===== config.mk =====
export PLATFORM = sky130hd
export DESIGN_NAME = mem_slot_arbiter_flat
export DESIGN_NICKNAME = d
export VERILOG_FILES = /design/src/rtl/mem_slot_arbiter_if.sv /design/src/rtl/mem_slot_arbiter.sv /design/src/flat_wrapper.sv
export SDC_FILE = /design/constraint.sdc
export NUM_CORES = 1
export LEC_CHECK = 0
export BUFFER_PORTS_ARGS = -buffer_cell sky130_fd_sc_hd__buf_4
export CORE_ASPECT_RATIO = 0.7
export CORE_MARGIN = 4
export CORE_UTILIZATION = 34
export CTS_CLUSTER_DIAMETER = 200
export DETAILED_ROUTE_END_ITERATION = 7
export GPL_TIMING_DRIVEN = 0
export PLACE_DENSITY = 0.76
export SYNTH_ARGS = -nofsm -noshare
export SYNTH_HDL_FRONTEND = slang
export SYNTH_SLANG_ARGS = --single-unit

===== constraint.sdc =====
create_clock -name clock -period 1.55 [get_ports clock]
set_input_delay 0.31 -clock clock [delete_from_list [all_inputs] [get_ports clock]]
set_output_delay 0.31 -clock clock [all_outputs]
set_load 0.01 [all_outputs]

===== src/rtl/mem_slot_arbiter_if.sv =====
// Bus bundle between the CPU core, the DMA/video requester, main memory and the slot arbiter.
// The arbiter takes the slave modport; the environment (CPU, DMA, memory) takes master.
interface mem_slot_arbiter_if #(
   parameter int unsigned ADDR_W = 16
);
   logic [ADDR_W-1:0] cpu_address;
   logic              cpu_we;
   logic [7:0]        cpu_out;
   logic              cpu_ce;
   logic [7:0]        cpu_in;
   logic              dma_req;
   logic [ADDR_W-1:0] dma_addr;
   logic              dma_hold;
   logic              dma_ack;
   logic              dma_valid;
   logic [7:0]        dma_data;
   logic              hold_ack;
   logic [ADDR_W-1:0] mem_addr;
   logic              mem_we;
   logic [7:0]        mem_wdata;
   logic [7:0]        mem_rdata;

   modport slave (
      input  cpu_address, cpu_we, cpu_out, dma_req, dma_addr, dma_hold, mem_rdata,
      output cpu_ce, cpu_in, dma_ack, dma_valid, dma_data, hold_ack, mem_addr, mem_we, mem_wdata
   );

   modport master (
      output cpu_address, cpu_we, cpu_out, dma_req, dma_addr, dma_hold, mem_rdata,
      input  cpu_ce, cpu_in, dma_ack, dma_valid, dma_data, hold_ack, mem_addr, mem_we, mem_wdata
   );
endinterface


===== src/rtl/mem_slot_arbiter.sv =====
// Time-slot arbiter for the shared memory port: one CPU slot per CPU step (ph==0),
// remaining slots to DMA, plus a whole-period burst hold that freezes the CPU.
module mem_slot_arbiter #(
   parameter int unsigned CPU_DIV = 4,
   parameter int unsigned ADDR_W  = 16
) (
   input logic               clock,
   input logic               reset_n,
   mem_slot_arbiter_if.slave bus
);

   localparam int unsigned PH_W = (CPU_DIV > 1) ? $clog2(CPU_DIV) : 1;
   localparam logic [PH_W-1:0] PH_LAST    = PH_W'(CPU_DIV - 1);
   localparam logic [PH_W-1:0] PH_CAPTURE = PH_W'(1);

   typedef enum logic [1:0] {
      SLOT_CPU,
      SLOT_DMA_GRANT,
      SLOT_DMA_IDLE
   } slot_e;

   logic [PH_W-1:0]   ph, ph_nxt;
   logic              run, run_nxt;
   logic              hold_act, hold_act_nxt;
   logic              dma_pend_valid, dma_pend_valid_nxt;
   logic              dma_valid_q, dma_valid_nxt;
   logic [7:0]        dma_data_q, dma_data_nxt;
   logic [7:0]        cpu_in_q, cpu_in_nxt;

   slot_e             slot_c;
   logic              cpu_ce_c;
   logic              mem_we_c;
   logic [ADDR_W-1:0] mem_addr_c;

   // Slot ownership: ph0 belongs to the CPU unless a hold owns the whole period
   always_comb begin
      slot_c = SLOT_DMA_IDLE;
      if ((ph == '0) && !hold_act) begin
         slot_c = SLOT_CPU;
      end else if (bus.dma_req && run) begin
         slot_c = SLOT_DMA_GRANT;
      end
   end

   // Memory port and strobes, decoded from registered phase/hold state
   always_comb begin
      mem_addr_c = bus.dma_addr;
      mem_we_c   = 1'b0;
      if (slot_c == SLOT_CPU) begin
         mem_addr_c = bus.cpu_address;
         mem_we_c   = bus.cpu_we & run;
      end
      cpu_ce_c = (ph == PH_LAST) && !hold_act && run;
   end

   // Next-state: phase wrap, hold sampling at the end of a period, read-data capture
   always_comb begin
      ph_nxt             = ph + PH_W'(1);
      run_nxt            = 1'b1;
      hold_act_nxt       = hold_act;
      cpu_in_nxt         = cpu_in_q;
      dma_pend_valid_nxt = (slot_c == SLOT_DMA_GRANT);
      dma_valid_nxt      = dma_pend_valid;
      dma_data_nxt       = dma_data_q;

      if (ph == PH_LAST) begin
         ph_nxt       = '0;
         hold_act_nxt = bus.dma_hold;
      end
      if ((ph == PH_CAPTURE) && !hold_act) begin
         cpu_in_nxt = bus.mem_rdata;
      end
      // Memory has one cycle of read latency, so DMA data lands one cycle after the grant
      if (dma_pend_valid) begin
         dma_data_nxt = bus.mem_rdata;
      end
   end

   always_ff @(posedge clock or negedge reset_n) begin
      if (!reset_n) begin
         ph             <= '0;
         run            <= 1'b0;
         hold_act       <= 1'b0;
         dma_pend_valid <= 1'b0;
         dma_valid_q    <= 1'b0;
         dma_data_q     <= 8'h00;
         cpu_in_q       <= 8'h00;
      end else begin
         ph             <= ph_nxt;
         run            <= run_nxt;
         hold_act       <= hold_act_nxt;
         dma_pend_valid <= dma_pend_valid_nxt;
         dma_valid_q    <= dma_valid_nxt;
         dma_data_q     <= dma_data_nxt;
         cpu_in_q       <= cpu_in_nxt;
      end
   end

   assign bus.cpu_ce    = cpu_ce_c;
   assign bus.cpu_in    = cpu_in_q;
   assign bus.dma_ack   = (slot_c == SLOT_DMA_GRANT);
   assign bus.dma_valid = dma_valid_q;
   assign bus.dma_data  = dma_data_q;
   assign bus.hold_ack  = hold_act;
   assign bus.mem_addr  = mem_addr_c;
   assign bus.mem_we    = mem_we_c;
   assign bus.mem_wdata = bus.cpu_out;

endmodule


===== src/flat_wrapper.sv =====
// flat-port wrapper written by rule: the top's interface ports become plain ports
module mem_slot_arbiter_flat 
#(
   parameter int unsigned CPU_DIV = 4,
   parameter int unsigned ADDR_W  = 16
)
  (clock, reset_n, bus_cpu_address, bus_cpu_we, bus_cpu_out, bus_dma_req, bus_dma_addr, bus_dma_hold, bus_mem_rdata, bus_cpu_ce, bus_cpu_in, bus_dma_ack, bus_dma_valid, bus_dma_data, bus_hold_ack, bus_mem_addr, bus_mem_we, bus_mem_wdata);
  mem_slot_arbiter_if #(.ADDR_W(ADDR_W)) bus_i ();
  input logic clock;
  input logic reset_n;
  input wire logic [$bits(bus_i.cpu_address)-1:0] bus_cpu_address;
  input wire logic [$bits(bus_i.cpu_we)-1:0] bus_cpu_we;
  input wire logic [$bits(bus_i.cpu_out)-1:0] bus_cpu_out;
  input wire logic [$bits(bus_i.dma_req)-1:0] bus_dma_req;
  input wire logic [$bits(bus_i.dma_addr)-1:0] bus_dma_addr;
  input wire logic [$bits(bus_i.dma_hold)-1:0] bus_dma_hold;
  input wire logic [$bits(bus_i.mem_rdata)-1:0] bus_mem_rdata;
  output wire logic [$bits(bus_i.cpu_ce)-1:0] bus_cpu_ce;
  output wire logic [$bits(bus_i.cpu_in)-1:0] bus_cpu_in;
  output wire logic [$bits(bus_i.dma_ack)-1:0] bus_dma_ack;
  output wire logic [$bits(bus_i.dma_valid)-1:0] bus_dma_valid;
  output wire logic [$bits(bus_i.dma_data)-1:0] bus_dma_data;
  output wire logic [$bits(bus_i.hold_ack)-1:0] bus_hold_ack;
  output wire logic [$bits(bus_i.mem_addr)-1:0] bus_mem_addr;
  output wire logic [$bits(bus_i.mem_we)-1:0] bus_mem_we;
  output wire logic [$bits(bus_i.mem_wdata)-1:0] bus_mem_wdata;
  assign bus_i.cpu_address = bus_cpu_address;
  assign bus_i.cpu_we = bus_cpu_we;
  assign bus_i.cpu_out = bus_cpu_out;
  assign bus_i.dma_req = bus_dma_req;
  assign bus_i.dma_addr = bus_dma_addr;
  assign bus_i.dma_hold = bus_dma_hold;
  assign bus_i.mem_rdata = bus_mem_rdata;
  assign bus_cpu_ce = bus_i.cpu_ce;
  assign bus_cpu_in = bus_i.cpu_in;
  assign bus_dma_ack = bus_i.dma_ack;
  assign bus_dma_valid = bus_i.dma_valid;
  assign bus_dma_data = bus_i.dma_data;
  assign bus_hold_ack = bus_i.hold_ack;
  assign bus_mem_addr = bus_i.mem_addr;
  assign bus_mem_we = bus_i.mem_we;
  assign bus_mem_wdata = bus_i.mem_wdata;
  mem_slot_arbiter #(.CPU_DIV(CPU_DIV), .ADDR_W(ADDR_W)) u_core (.clock(clock), .reset_n(reset_n), .bus(bus_i));
endmodule

# --- Word-level counts from Yosys, hierarchy flattened ---
# Index checks and enable logic that the tools add are counted.
word_totals:
  regBits: 22
  output_inout_bits: 45
  wordCells: 25
classes:
  addsub: 1
  n_eq_ne: 3
  mux: 5
  bitwise_logic: 1
  reduce_logical: 8
op_table:
  columns: ["op", "n"]
  rows:
  - ["$mux W16", 1]
  - ["$mux W2", 3]
  - ["$logic_and A1 B1 Y1", 5]
  - ["$eq A2 B1 Y1 const B", 2]
  - ["$logic_not A2 Y1", 2]
  - ["$add A2 B1 Y2 const B", 1]
  - ["$eq A2 B2 Y1 const B", 1]
  - ["$and A1 B1 Y1", 1]
  - ["$logic_not A1 Y1", 1]
  - ["$mux W1", 1]

# --- Depth between registers and ports, before layout ---
# Gate-level depths: netlist (run 1).
logic_depth:
  depth_word: 5
  mapped_depth: 6
  mapped_depth_nobuf: 4

# --- Worst setup path before layout (run 1) ---
# Ideal clock, no wire load.
synth_timing:
  path_type: "register to output"
  start: "register u_core.ph[0]"
  end: "output port bus_mem_addr[10]"
  t_arrival_ns: 1.321
  t_required_ns: 1.240
  slack_ns: -0.081
  stages_incl_launch_ff: 7
  path_cell_list: "dfrtp_1 inv_1 ha_1 nor2b_1 buf_6 buf_12 mux2_4"
synth_via:
  elab_chain_cells: 5
synth_rtl:
  columns: ["element", "line_no", "source"]
  rows:
  - ["start, declared", "mem_slot_arbiter.sv:22", "logic [PH_W-1:0] ph, ph_nxt;"]
  - ["start signal, assigned", "mem_slot_arbiter.sv:89", "ph <= ph_nxt;"]
  - ["$logic_not A2 Y1", "mem_slot_arbiter.sv:38", "if ((ph == '0) && !hold_act) begin"]
  - ["$logic_and A1 B1 Y1", "mem_slot_arbiter.sv:38", null]
  - ["$mux W2", "mem_slot_arbiter.sv:38", null]
  - ["$logic_not A2 Y1", "mem_slot_arbiter.sv:49", "if (slot_c == SLOT_CPU) begin"]
  - ["$mux W16", "mem_slot_arbiter.sv:49", null]
  - ["end, declared", "flat_wrapper.sv:24", "output wire logic [$bits(bus_i.mem_addr)-1:0] bus_mem_addr;"]
# No other way between the ends.

# --- Worst setup path in the final report (run 1) ---
layout_timing:
  start: "register u_core.ph[1]"
  end: "output port bus_mem_addr[2]"
# The elaborated chain is that of the path after synthesis.

==> results_tabular.tex, run 1 <==
\begin{tabular}{lr}
\hline
Metric & Value \\
\hline
\multicolumn{2}{l}{\textbf{Status}} \\
\quad Result of the run & complete, but fails checks \\
\quad Violated checks & setup timing \\
\multicolumn{2}{l}{\textbf{GRT}} \\
\quad Remaining global-route overflow & 0 \\
\quad Total routing resource utilization after global routing & 15.26\% \\
\quad Global-route wire length before repair & 5244 um \\
\quad Antenna violations before repair & 0 \\
\quad Pin count of the biggest net entering global routing & 23 \\
\quad Number of global-route vias before repair & 1,068 \\
\multicolumn{2}{l}{\textbf{Clock tree}} \\
\quad Deepest clock path buffer count & 2 \\
\quad Root Driver & sky130\_fd\_sc\_hd\_\_clkbuf\_8 \\
\quad Clock tree from TritonCTS & built \\
\quad Number of buffers added by the clock tree synthesis step & 3 \\
\quad Insertion delay to the later sink of the worst-skew pair & 0.26 ns \\
\quad CTS H-tree lvls & 1 \\
\quad Worst-path clk slew & 0.08 ns \\
\quad Clock sink total & 22 \\
\multicolumn{2}{l}{\textbf{Worst setup path}} \\
\quad Worst endpoint required time & 1.24 ns \\
\quad Worst-path cell chain & inv\_2, ha\_4, nor2b\_4, buf\_6, buf\_12, buf\_12, mux2\_4, buf\_6 \\
\quad Cell family with most CP delay & buffers and inverters \\
\quad Capturing element type of the critical path & output pin \\
\quad Data arrival at the endpoint of the critical path & 1.77 ns \\
\quad CP startpoint kind & register \\
\quad Reg-to-reg critical path endpoint & u\_core.bus.cpu\_in[2] \\
\quad Slowest cell on crit path & sky130\_fd\_sc\_hd\_\_dfrtp\_1 \\
\quad Critical path buffers and inverters & 5 \\
\quad Worst setup path endpoint & bus\_mem\_addr[2] \\
\quad Worst r2r src & u\_core.ph[1] \\
\quad FF-to-FF setup slack & 0.02 ns \\
\quad Stages on worst setup path & 8 \\
\quad R2R cell count & 7 \\
\quad Beginning of the critical path & u\_core.ph[1] \\
\quad Biggest fanout along the worst timing path & 5 \\
\quad Delay of the slowest cell on the worst path & 0.40 ns \\
\quad Type of the worst setup path & reg2out \\
\multicolumn{2}{l}{\textbf{Floorplanning}} \\
\quad Core Region & 0.003191 sq mm \\
\quad Row cnt & 17 \\
\quad Overall die area & 0.004395 sq mm \\
\quad Die Y-Extent & 56.68 um \\
\quad Initial Utilization & 36.08\% \\
\quad Floorplan die width & 77.55 um \\
\quad Ports placed on the boundary & 98 \\
\multicolumn{2}{l}{\textbf{Worst hold path}} \\
\quad Min-delay worst type & in2reg \\
\multicolumn{2}{l}{\textbf{Pwr}} \\
\quad Total power after layout & 1.641 mW \\
\quad Combinational fraction of design power & 27.5\% \\
\quad Static leakage & 1.139 nW \\
\quad Worst IR drop on VDD & 592.0 uV \\
\quad PwrDens & 736.5 mW/mm\^{}2 \\
\quad Proportion of total power due to net switching & 22.55\% \\
\quad Internal & 1.271 mW \\
\quad Part of the power in the clock network & 32.0\% \\
\quad Power share of the sequential group & 40.6\% \\
\quad Switching Power & 0.3702 mW \\
\multicolumn{2}{l}{\textbf{Yosys}} \\
\quad Number of nets in the synthesized netlist & 136 \\
\quad Synthesized area per cell & 14.39 sq um \\
\quad Cell area after synthesis & 0.001151 sq mm \\
\quad Number of unique standard cell types used by synthesis & 16 \\
\quad Part of the Yosys area used for sequential elements & 47.83\% \\
\quad Synth Warn \# & 0 \\
\quad Synthesized instance count & 80 \\
\quad FF+latch count, synth & 22 \\
\multicolumn{2}{l}{\textbf{Detailed routing}} \\
\quad Drt wl/cell & 16.86 um \\
\quad Via-per-instance ratio & 4.538 \\
\quad Number of design-rule violations left by the first detailed-router iteration & 42 \\
\quad Vias after detailed routing & 1,012 \\
\quad Final wirelength & 3759 um \\
\quad TritonRoute pass-1 iters & 2 \\
\quad DRC violations left & 0 \\
\quad Residual antenna-violating net count after detailed routing & 0 \\
\multicolumn{2}{l}{\textbf{STA}} \\
\quad Final setup viols & 18 \\
\quad Endpoints failing hold & 0 \\
\quad Final worst slack & -0.5260 ns \\
\quad Unrepaired setup endpoints after global routing & true \\
\quad Worst clock skew on the final layout & 0.003625 ns \\
\quad Setup\_tns & -7.856 ns \\
\quad Final cycle utilization of the critical path & 133.9\% \\
\quad F\_max & 481.7 MHz \\
\quad Max Transition Viols Final & 0 \\
\quad Min Tclk post-route & 2.076 ns \\
\multicolumn{2}{l}{\textbf{Finish}} \\
\quad Final layout net count & 242 \\
\quad Non-filler cells, final & 223 \\
\quad Share of final-layout standard cells stronger than drive strength 1 & 85.41\% \\
\quad Area of all sequential standard cells & 550.5 sq um \\
\quad Area added between synthesis and finish & 93.59\% \\
\quad Layout fillers & 212 \\
\quad Footprint of the multi-input gates & 583.1 sq um \\
\quad Diode insertion count for antenna repair & 0 \\
\quad Commonest non-fill, non-tap cells in the layout & sky130\_fd\_sc\_hd\_\_buf\_4 (86), sky130\_fd\_sc\_hd\_\_buf\_6 (22), sky130\_fd\_sc\_hd\_\_mux2\_4 (22), sky130\_fd\_sc\_hd\_\_dfrtp\_1 (22), sky130\_fd\_sc\_hd\_\_mux2\_2 (11) \\
\quad Leading cell type in the layout, fill and taps excluded & sky130\_fd\_sc\_hd\_\_buf\_4 \\
\multicolumn{2}{l}{\textbf{Placed design}} \\
\quad IO buf count & 89 \\
\quad Number of cells in the design after placement & 207 \\
\quad Placer Congestion & 0.7376 \\
\quad Pre-CTS WS & -0.2635 ns \\
\multicolumn{2}{l}{\textbf{Run}} \\
\quad MaxCap Viol Count & 0 \\
\hline
\end{tabular}
## cells in the mapped netlist, drive strengths merged
cell type | instances | share of area [%]
mux2 | 33 | 35
dfrtp | 22 | 48
buf | 12 | 8.8
ha | 3 | 3.3
inv | 2 | 0.65
nor2 | 2 | 0.65
and3b | 1 | 0.87
and4b | 1 | 0.98
conb | 1 | 0.33
nand2 | 1 | 0.33
nand2b | 1 | 0.54
nor2b | 1 | 0.54
## flip-flops by register name, indices dropped and copies added, names as in the netlist
signal / flops
u_core.bus.cpu_in: 8
u_core.bus.dma_data: 8
u_core.bus.dma_valid: 1
u_core.bus.hold_ack: 1
u_core.dma_pend_valid: 1
u_core.ph: 2
u_core.run: 1
## worst register-to-register path, stage by stage (launching register included)
cell                       delay (ns)
sky130_fd_sc_hd__dfrtp_1         0.37
sky130_fd_sc_hd__inv_2           0.06
sky130_fd_sc_hd__buf_4           0.13
sky130_fd_sc_hd__buf_4           0.12
sky130_fd_sc_hd__ha_2            0.16
sky130_fd_sc_hd__nand2b_1        0.09
sky130_fd_sc_hd__buf_6           0.17
sky130_fd_sc_hd__mux2_4          0.32
## worst min path at each step
| stage | startpoint | to | slack [ns] | depth (start not counted) |
|---|---|---|---|---|
| after floorplan | reset_n | u_core.bus.cpu_in[0] | 0.01 | 0 |
| final | bus_mem_rdata[4] | u_core.bus.cpu_in[4] | 0.29 | 2 |
| after CTS | bus_mem_rdata[7] | u_core.bus.dma_data[7] | 0.28 | 2 |
| after detailed placement | reset_n | u_core.bus.dma_data[2] | 0.21 | 1 |
| after global routing | bus_mem_rdata[4] | u_core.bus.cpu_in[4] | 0.27 | 2 |
| after global placement | reset_n | u_core.bus.cpu_in[2] | 0.20 | 1 |
## kinds of logic after synthesis
family | Yosys count | synth area share [%]
adder cells (fa/ha/maj) | 3 | 3.261
buffers and inverters | 14 | 9.457
flip-flops | 22 | 47.83
multiplexers | 33 | 35.22
other | 1 | 0.3258
AND/OR/NAND/NOR | 7 | 3.914
## routing by layer
layer | GRT usage (%) | vias to the layer above | share of wire (%) | routed length, um
met1 | 16.42 | 502 | 38 | 1434
met2 | 28.54 | 34 | 55 | 2049
met5 | 0 | - | 0 | 0
li1 | - | 474 | - | -
met4 | 2.538 | 0 | 0.37 | 14
met3 | 6.090 | 2 | 6.9 | 261
## area by class of cell
class	instances	share of cell area, %
Timing Repair Buffer	102	39.53
Sequential cell	22	24.71
Tap cell	38	2.134
Clock buffer	3	1.853
Inverter	2	0.3369
Clock inverter	1	1.348
Multi-Input combinational cell	44	26.17
Buffer	11	3.930
## timing repair
action | 4_1_cts | 5_1_grt
pin swaps | 1 | 2
setup endpoints to repair | 19 | 26
gates resized for setup | 29 | 16
cloned | 1 | 0
hold endpoints to repair | 22 | 0
hold buffers | 1 | 0
setup buffers | 7 | 6
## per-stage QoR
step / hold slack, ns / instance area, sq um / utilization, %
finish: 0.2870 / 2228 / 69.84
global route: 0.2736 / 2228 / 69.84
CTS: 0.2808 / 2183 / 68.43
detailed placement: 0.2111 / 1877 / 58.82
global placement: 0.2043 / 1877 / 58.82
floorplan: 0.01441 / 1161 / -
## power by group through the flow
stage               clock [mW]  combinational [mW]  sequential [mW]
floorplan                    0               0.125            0.700
global placement             0               0.398            0.673
detailed placement           0               0.407            0.676
CTS                      0.534               0.432            0.664
global route             0.568               0.479            0.673
finish                   0.525               0.451            0.666
No activity file was read; power rests on OpenSTA's default activity.
==> run 2: changes to the inputs <==
--- a/config.mk
+++ b/config.mk
@@ -13,6 +13,7 @@
 export DETAILED_ROUTE_END_ITERATION = 7
 export GPL_TIMING_DRIVEN = 0
 export PLACE_DENSITY = 0.76
+export SETUP_SLACK_MARGIN = 0.5
 export SYNTH_ARGS = -nofsm -noshare
 export SYNTH_HDL_FRONTEND = slang
 export SYNTH_SLANG_ARGS = --single-unit
==> constraint.sdc (replaced) <==
create_clock -name clock -period 1.75 [get_ports clock]
set_input_delay 0.35 -clock clock [delete_from_list [all_inputs] [get_ports clock]]
set_output_delay 0.35 -clock clock [all_outputs]
set_load 0.01 [all_outputs]
==> results_tabular.tex, run 2 (same netlist as run 1, synthesis figures left out) <==
\begin{tabular}{lr}
\hline
Metric & Value \\
\hline
\multicolumn{2}{l}{\textbf{STA}} \\
\quad Max Transition Viols Final & 0 (unchanged) \\
\quad Setup\_tns & -4.848 ns (+3.008 ns) \\
\quad Final setup viols & 17 (-1) \\
\quad F\_max & 484.0 MHz \\
\quad Final worst slack & -0.3163 ns (+0.2097 ns) \\
\quad Final cycle utilization of the critical path & 118.1\% \\
\quad Unrepaired setup endpoints after global routing & true \\
\quad Min Tclk post-route & 2.066 ns \\
\quad Worst clock skew on the final layout & 0.002941 ns (-0.0006834 ns) \\
\quad Final hold slack & 0.3293 ns (+0.04231 ns) \\
\quad Endpoints failing hold & 0 (unchanged) \\
\multicolumn{2}{l}{\textbf{Worst setup path}} \\
\quad Capturing element type of the critical path & output pin \\
\quad Reg-to-reg critical path endpoint & u\_core.bus.cpu\_in[5] \\
\quad Worst endpoint required time & 1.40 ns (+0.16 ns) \\
\quad Critical path buffers and inverters & 4 (-1) \\
\quad R2R cell count & 6 (-1) \\
\quad Slowest cell on crit path & sky130\_fd\_sc\_hd\_\_dfrtp\_1 \\
\quad Data arrival at the endpoint of the critical path & 1.72 ns (-0.05 ns) \\
\quad Biggest fanout along the worst timing path & 7 (+2) \\
\quad Delay of the slowest cell on the worst path & 0.40 ns (about the same) \\
\quad Type of the worst setup path & reg2out \\
\quad Worst-path cell chain & inv\_2, ha\_4, nor2b\_4, buf\_8, buf\_12, mux2\_4, buf\_6 \\
\quad FF-to-FF setup slack & 0.23 ns (+0.21 ns) \\
\quad Stages on worst setup path & 7 (-1) \\
\quad Worst setup path endpoint & bus\_mem\_addr[9] \\
\quad Worst r2r src & u\_core.ph[0] \\
\quad Cell family with most CP delay & buffers and inverters \\
\quad CP startpoint kind & register \\
\quad Beginning of the critical path & u\_core.ph[0] \\
\multicolumn{2}{l}{\textbf{GRT}} \\
\quad Remaining global-route overflow & 0 (unchanged) \\
\quad Global-route wire length before repair & 5478 um (+4.5\%) \\
\quad Antenna violations before repair & 0 (unchanged) \\
\quad Pin count of the biggest net entering global routing & 23 (unchanged) \\
\quad Total routing resource utilization after global routing & 16.14\% (+0.88 points) \\
\quad Number of global-route vias before repair & 1,100 (+3.0\%) \\
\multicolumn{2}{l}{\textbf{Detailed routing}} \\
\quad Drt wl/cell & 17.12 um (+1.6\%) \\
\quad Residual antenna-violating net count after detailed routing & 0 (unchanged) \\
\quad Vias after detailed routing & 1,020 (+0.79\%) \\
\quad Number of design-rule violations left by the first detailed-router iteration & 17 (-60\%) \\
\quad Final wirelength & 3870 um (+3.0\%) \\
\quad Via-per-instance ratio & 4.513 (-0.55\%) \\
\quad TritonRoute pass-1 iters & 3 (+1) \\
\quad DRC violations left & 0 (unchanged) \\
\multicolumn{2}{l}{\textbf{Pwr}} \\
\quad PwrDens & 594.3 mW/mm\^{}2 (-19\%) \\
\quad Worst IR drop on VDD & 629.3 uV (+6.3\%) \\
\quad Static leakage & 1.161 nW (+1.9\%) \\
\quad Total power after layout & 1.346 mW (-18\%) \\
\multicolumn{2}{l}{\textbf{Run}} \\
\quad MaxCap Viol Count & 0 (unchanged) \\
\multicolumn{2}{l}{\textbf{Finish}} \\
\quad Non-filler cells, final & 226 (+1.3\%) \\
\quad Share of final-layout standard cells stronger than drive strength 1 & 86.17\% (+0.76 points) \\
\quad Commonest non-fill, non-tap cells in the layout & sky130\_fd\_sc\_hd\_\_buf\_4 (84), sky130\_fd\_sc\_hd\_\_buf\_6 (27), sky130\_fd\_sc\_hd\_\_mux2\_4 (24) \\
\quad Finished Core Util & 70.98\% (+1.1 points) \\
\quad Leading cell type in the layout, fill and taps excluded & sky130\_fd\_sc\_hd\_\_buf\_4 \\
\quad Final layout net count & 245 (+1.2\%) \\
\quad Diode insertion count for antenna repair & 0 (unchanged) \\
\quad Area added between synthesis and finish & 96.74\% \\
\quad Finished layout cell area & 0.002265 sq mm (+1.6\%) \\
\multicolumn{2}{l}{\textbf{Clock tree}} \\
\quad Worst-path clk slew & 0.08 ns (about the same) \\
\quad Clock sink total & 22 (unchanged) \\
\quad Root Driver & sky130\_fd\_sc\_hd\_\_clkbuf\_8 \\
\quad Insertion delay to the later sink of the worst-skew pair & 0.25 ns (about the same) \\
\quad Clock tree from TritonCTS & built \\
\quad Deepest clock path buffer count & 2 (unchanged) \\
\quad Number of buffers added by the clock tree synthesis step & 3 (unchanged) \\
\quad CTS H-tree lvls & 1 (unchanged) \\
\multicolumn{2}{l}{\textbf{Placed design}} \\
\quad Number of cells in the design after placement & 207 (unchanged) \\
\quad Placer Congestion & 0.7315 (-0.83\%) \\
\quad Area of placed instances & 0.001879 sq mm (+0.13\%) \\
\quad Pre-CTS WS & -0.1143 ns (+0.1492 ns) \\
\quad IO buf count & 89 (unchanged) \\
\quad Placed wire-length estimate & 2705 um \\
\multicolumn{2}{l}{\textbf{Floorplanning}} \\
\quad Ports placed on the boundary & 98 (unchanged) \\
\quad Overall die area & 0.004395 sq mm (unchanged) \\
\quad Row cnt & 17 (unchanged) \\
\quad Initial Utilization & 36.08\% (unchanged) \\
\quad Core Region & 0.003191 sq mm (unchanged) \\
\quad Floorplan die width & 77.55 um (unchanged) \\
\quad Die Y-Extent & 56.68 um (unchanged) \\
\multicolumn{2}{l}{\textbf{Status}} \\
\quad Violated checks & setup timing \\
\quad Result of the run & complete, but fails checks \\
\multicolumn{2}{l}{\textbf{Worst hold path}} \\
\quad Min-delay worst type & in2reg \\
\hline
\end{tabular}
-- run 2: power breakdown --
group	internal, mW	total, mW	switching (mW)
registers	0.561	0.590	0.0296
clock network	0.200	0.351	0.151
logic	0.266	0.405	0.139
-- run 2: area by class of cell --
class	instances	area, sq um
flip-flops and latches	22	551.8
clock buffers	4	55.05
plain buffers	12	111.4
inverters	2	7.507
fillers	229	925.9
well taps	38	47.55
repair buffers	104	900.9
multi-input cells	44	590.6
-- run 2: worst min-delay path by stage --
stage / startpoint / end / slack (ns) / depth (start not counted)
final: bus_mem_rdata[0] / u_core.bus.cpu_in[0] / 0.33 / 2
after global routing: bus_mem_rdata[0] / u_core.bus.cpu_in[0] / 0.32 / 2
after CTS: bus_dma_hold / u_core.bus.hold_ack / 0.32 / 2
after detailed placement: reset_n / u_core.bus.dma_data[2] / 0.25 / 1
after global placement: reset_n / u_core.bus.dma_data[2] / 0.25 / 1
after floorplan: reset_n / u_core.bus.cpu_in[0] / 0.05 / 0
-- run 2: worst register-to-register path: stages (launching register included) --
cell and delay, ns:
sky130_fd_sc_hd__dfrtp_1 0.40, sky130_fd_sc_hd__buf_4 0.14, sky130_fd_sc_hd__buf_6 0.12, sky130_fd_sc_hd__ha_2 0.17, sky130_fd_sc_hd__nand2b_1 0.09, sky130_fd_sc_hd__buf_6 0.17, sky130_fd_sc_hd__mux2_4 0.31
-- run 2: layer usage --
layer,up-vias,part of all wire [%],routed length (um),track usage [%]
li1,480,-,-,-
met1,485,36,1390,16.78
met2,47,55,2113,30.26
met3,8,7.3,284,6.250
met4,0,2.1,82,4.315
met5,-,0,0,0
-- run 2: timing repair --
| action | 4_1_cts | 5_1_grt |
|---|---|---|
| gates cloned | 1 | 0 |
| pin swaps | 3 | 3 |
| endpoints found under the hold margin | 22 | 0 |
| hold buffers | 1 | 0 |
| setup buffers | 7 | 6 |
| setup endpoints to repair | 28 | 29 |
| gates resized for setup | 34 | 19 |
==> run 3: changes to the inputs <==
--- a/config.mk
+++ b/config.mk
@@ -11,7 +11,7 @@
 export CORE_UTILIZATION = 34
 export CTS_CLUSTER_DIAMETER = 200
 export DETAILED_ROUTE_END_ITERATION = 7
-export GPL_TIMING_DRIVEN = 0
+export GPL_TIMING_DRIVEN = 1
 export PLACE_DENSITY = 0.76
 export SETUP_SLACK_MARGIN = 0.5
 export SYNTH_ARGS = -nofsm -noshare
==> results_tabular.tex, run 3 (same netlist as run 1, synthesis figures left out) <==
\begin{tabular}{lr}
\hline
Metric & Value \\
\hline
\multicolumn{2}{l}{\textbf{Floorplanning}} \\
\quad Ports placed on the boundary & 98 (unchanged) \\
\quad Die Y-Extent & 56.68 um (unchanged) \\
\quad Row cnt & 17 (unchanged) \\
\quad Overall die area & 0.004395 sq mm (unchanged) \\
\quad Initial Utilization & 36.08\% (unchanged) \\
\quad Floorplan die width & 77.55 um (unchanged) \\
\quad Core Region & 0.003191 sq mm (unchanged) \\
\multicolumn{2}{l}{\textbf{Worst setup path}} \\
\quad Reg-to-reg critical path endpoint & u\_core.bus.cpu\_in[3] \\
\quad Data arrival at the endpoint of the critical path & 1.75 ns (+0.03 ns) \\
\quad CP startpoint kind & register \\
\quad FF-to-FF setup slack & 0.12 ns (-0.11 ns) \\
\quad R2R cell count & 8 (+2) \\
\quad Capturing element type of the critical path & output pin \\
\quad Worst r2r src & u\_core.ph[1] \\
\quad Type of the worst setup path & reg2out \\
\quad Biggest fanout along the worst timing path & 8 (+1) \\
\quad Worst endpoint required time & 1.40 ns (about the same) \\
\multicolumn{2}{l}{\textbf{Detailed routing}} \\
\quad Final wirelength & 3778 um (-2.4\%) \\
\quad DRC violations left & 0 (unchanged) \\
\quad Residual antenna-violating net count after detailed routing & 0 (unchanged) \\
\quad TritonRoute pass-1 iters & 4 (+1) \\
\quad Number of design-rule violations left by the first detailed-router iteration & 26 (+9) \\
\quad Vias after detailed routing & 964 (-5.5\%) \\
\quad Drt wl/cell & 18.25 um (+6.6\%) \\
\quad Via-per-instance ratio & 4.657 (+3.2\%) \\
\multicolumn{2}{l}{\textbf{Clock tree}} \\
\quad Deepest clock path buffer count & 2 (unchanged) \\
\quad Clock sink total & 22 (unchanged) \\
\quad Number of buffers added by the clock tree synthesis step & 3 (unchanged) \\
\quad Insertion delay to the later sink of the worst-skew pair & 0.26 ns (about the same) \\
\quad Clock tree from TritonCTS & built \\
\quad Worst-path clk slew & 0.07 ns (about the same) \\
\quad CTS H-tree lvls & 1 (unchanged) \\
\quad Root Driver & sky130\_fd\_sc\_hd\_\_clkbuf\_8 \\
\multicolumn{2}{l}{\textbf{GRT}} \\
\quad Antenna violations before repair & 0 (unchanged) \\
\quad Pin count of the biggest net entering global routing & 23 (unchanged) \\
\quad Total routing resource utilization after global routing & 17.08\% (+0.94 points) \\
\quad Remaining global-route overflow & 0 (unchanged) \\
\quad Global-route wire length before repair & 5727 um (+4.5\%) \\
\quad Number of global-route vias before repair & 1,074 (-2.4\%) \\
\multicolumn{2}{l}{\textbf{Pwr}} \\
\quad Part of the power in the clock network & 27.2\% (+1.1 points) \\
\quad Combinational fraction of design power & 27.1\% (-3.0 points) \\
\quad Proportion of total power due to net switching & 23.82\% (+0.083 points) \\
\quad Power share of the sequential group & 45.7\% (+1.8 points) \\
\quad Total power after layout & 1.300 mW (-3.4\%) \\
\quad Static leakage & 1.037 nW (-11\%) \\
\quad PwrDens & 618.5 mW/mm\^{}2 (+4.1\%) \\
\quad Worst IR drop on VDD & 582.9 uV (-7.4\%) \\
\quad Switching Power & 0.3097 mW (-3.1\%) \\
\quad Internal & 0.9905 mW (-3.5\%) \\
\multicolumn{2}{l}{\textbf{Finish}} \\
\quad Final layout net count & 226 (-7.8\%) \\
\quad Leading cell type in the layout, fill and taps excluded & sky130\_fd\_sc\_hd\_\_buf\_4 \\
\quad Share of final-layout standard cells stronger than drive strength 1 & 84.62\% (-1.6 points) \\
\quad Finished layout cell area & 0.002102 sq mm (-7.2\%) \\
\quad Area added between synthesis and finish & 82.61\% \\
\quad Commonest non-fill, non-tap cells in the layout & sky130\_fd\_sc\_hd\_\_buf\_4 (71), sky130\_fd\_sc\_hd\_\_buf\_6 (22), sky130\_fd\_sc\_hd\_\_dfrtp\_1 (21) \\
\quad Diode insertion count for antenna repair & 0 (unchanged) \\
\multicolumn{2}{l}{\textbf{STA}} \\
\quad Max Transition Viols Final & 0 (unchanged) \\
\quad Final cycle utilization of the critical path & 119.8\% (+1.8 points) \\
\quad Final setup viols & 17 (unchanged) \\
\quad Final hold slack & 0.3237 ns (-0.005539 ns) \\
\quad Worst clock skew on the final layout & 0.001588 ns (-0.001354 ns) \\
\quad Endpoints failing hold & 0 (unchanged) \\
\quad F\_max & 476.8 MHz (-1.5\%) \\
\quad Final worst slack & -0.3472 ns (-0.03086 ns) \\
\quad Unrepaired setup endpoints after global routing & true \\
\quad Min Tclk post-route & 2.097 ns (+0.03086 ns) \\
\multicolumn{2}{l}{\textbf{Placed design}} \\
\quad Area of placed instances & 0.001750 sq mm (-6.9\%) \\
\quad Pre-CTS WS & -0.05117 ns (+0.06312 ns) \\
\quad IO buf count & 81 (-9.0\%) \\
\quad Placer Congestion & 0.6535 (-11\%) \\
\quad Placed wire-length estimate & 2653 um (-1.9\%) \\
\multicolumn{2}{l}{\textbf{Status}} \\
\quad Violated checks & setup timing \\
\quad Result of the run & complete, but fails checks \\
\multicolumn{2}{l}{\textbf{Worst hold path}} \\
\quad Beginning of the worst hold path & bus\_dma\_hold \\
\quad Hold Crit Depth & 2 (unchanged) \\
\quad Hold Crit Endpoint & u\_core.bus.hold\_ack \\
\quad Min-delay worst type & in2reg \\
\multicolumn{2}{l}{\textbf{Run}} \\
\quad MaxCap Viol Count & 0 (unchanged) \\
\hline
\end{tabular}
[run 3: metal layers]
layer  routed length (um)  vias to the layer above  global-route usage, %
met3                  224                       12                  5.769
met5                    0                        -                      0
met1                 1302                      466                  18.61
met4                  106                        0                  5.838
li1                     -                      444                      -
met2                 2145                       42                  31.00
[run 3: metrics by stage]
stage                     std cells  utilization (%)  TNS [ns]
after floorplan                  80                -         0
after global placement          190            54.86         0
after detailed placement        190            54.86   -0.3549
after CTS                       204            64.47    -5.001
after global routing            207            65.88    -6.593
final                           207            65.88    -5.478
[run 3: worst max-delay path, cell delays in order, from the launching register on]
cell and delay (ns):
sky130_fd_sc_hd__dfrtp_1 0.39, sky130_fd_sc_hd__inv_2 0.09, sky130_fd_sc_hd__ha_4 0.14, sky130_fd_sc_hd__nor2b_4 0.18, sky130_fd_sc_hd__buf_6 0.13, sky130_fd_sc_hd__buf_16 0.12
sky130_fd_sc_hd__mux2_4 0.30, sky130_fd_sc_hd__buf_6 0.12
[run 3: final cells by class]
| class | count | area, sq um |
|---|---|---|
| well taps | 38 | 47.55 |
| multi-input cells | 44 | 574.3 |
| inverters | 2 | 7.507 |
| fillers | 243 | 1089 |
| flip-flops and latches | 22 | 551.8 |
| clock buffers | 4 | 55.05 |
| repair buffers | 97 | 865.8 |
[run 3: power groups by stage]
stage	Combinational [mW]	Sequential, mW	Clock [mW]
6_report	0.353	0.594	0.354
3_5_place_dp	0.327	0.604	0
2_1_floorplan	0.112	0.620	0
3_3_place_gp	0.319	0.599	0
4_1_cts	0.352	0.594	0.366
5_1_grt	0.377	0.601	0.398
[run 3: worst max path at each step]
stage                     depth (start not counted)                to    startpoint  slack [ns]
after floorplan                                   6  bus_mem_addr[10]  u_core.ph[0]         0.1
after global placement                            6   bus_mem_addr[0]  u_core.ph[1]        0.01
after detailed placement                          6   bus_mem_addr[0]  u_core.ph[1]       -0.05
after CTS                                         7   bus_mem_addr[7]  u_core.ph[1]       -0.31
after global routing                              7  bus_mem_addr[13]  u_core.ph[1]       -0.41
final                                             7  bus_mem_addr[13]  u_core.ph[1]       -0.35
[run 3: repair_timing]
| item | in CTS | in global routing |
|---|---|---|
| buffers inserted | 7 | 3 |
| gates cloned | 2 | 0 |
| pin swaps | 2 | 2 |
| endpoints found under the hold margin | 22 | 0 |
| setup endpoints to repair | 28 | 29 |
| hold buffers | 1 | 0 |
| gates resized for setup | 36 | 6 |
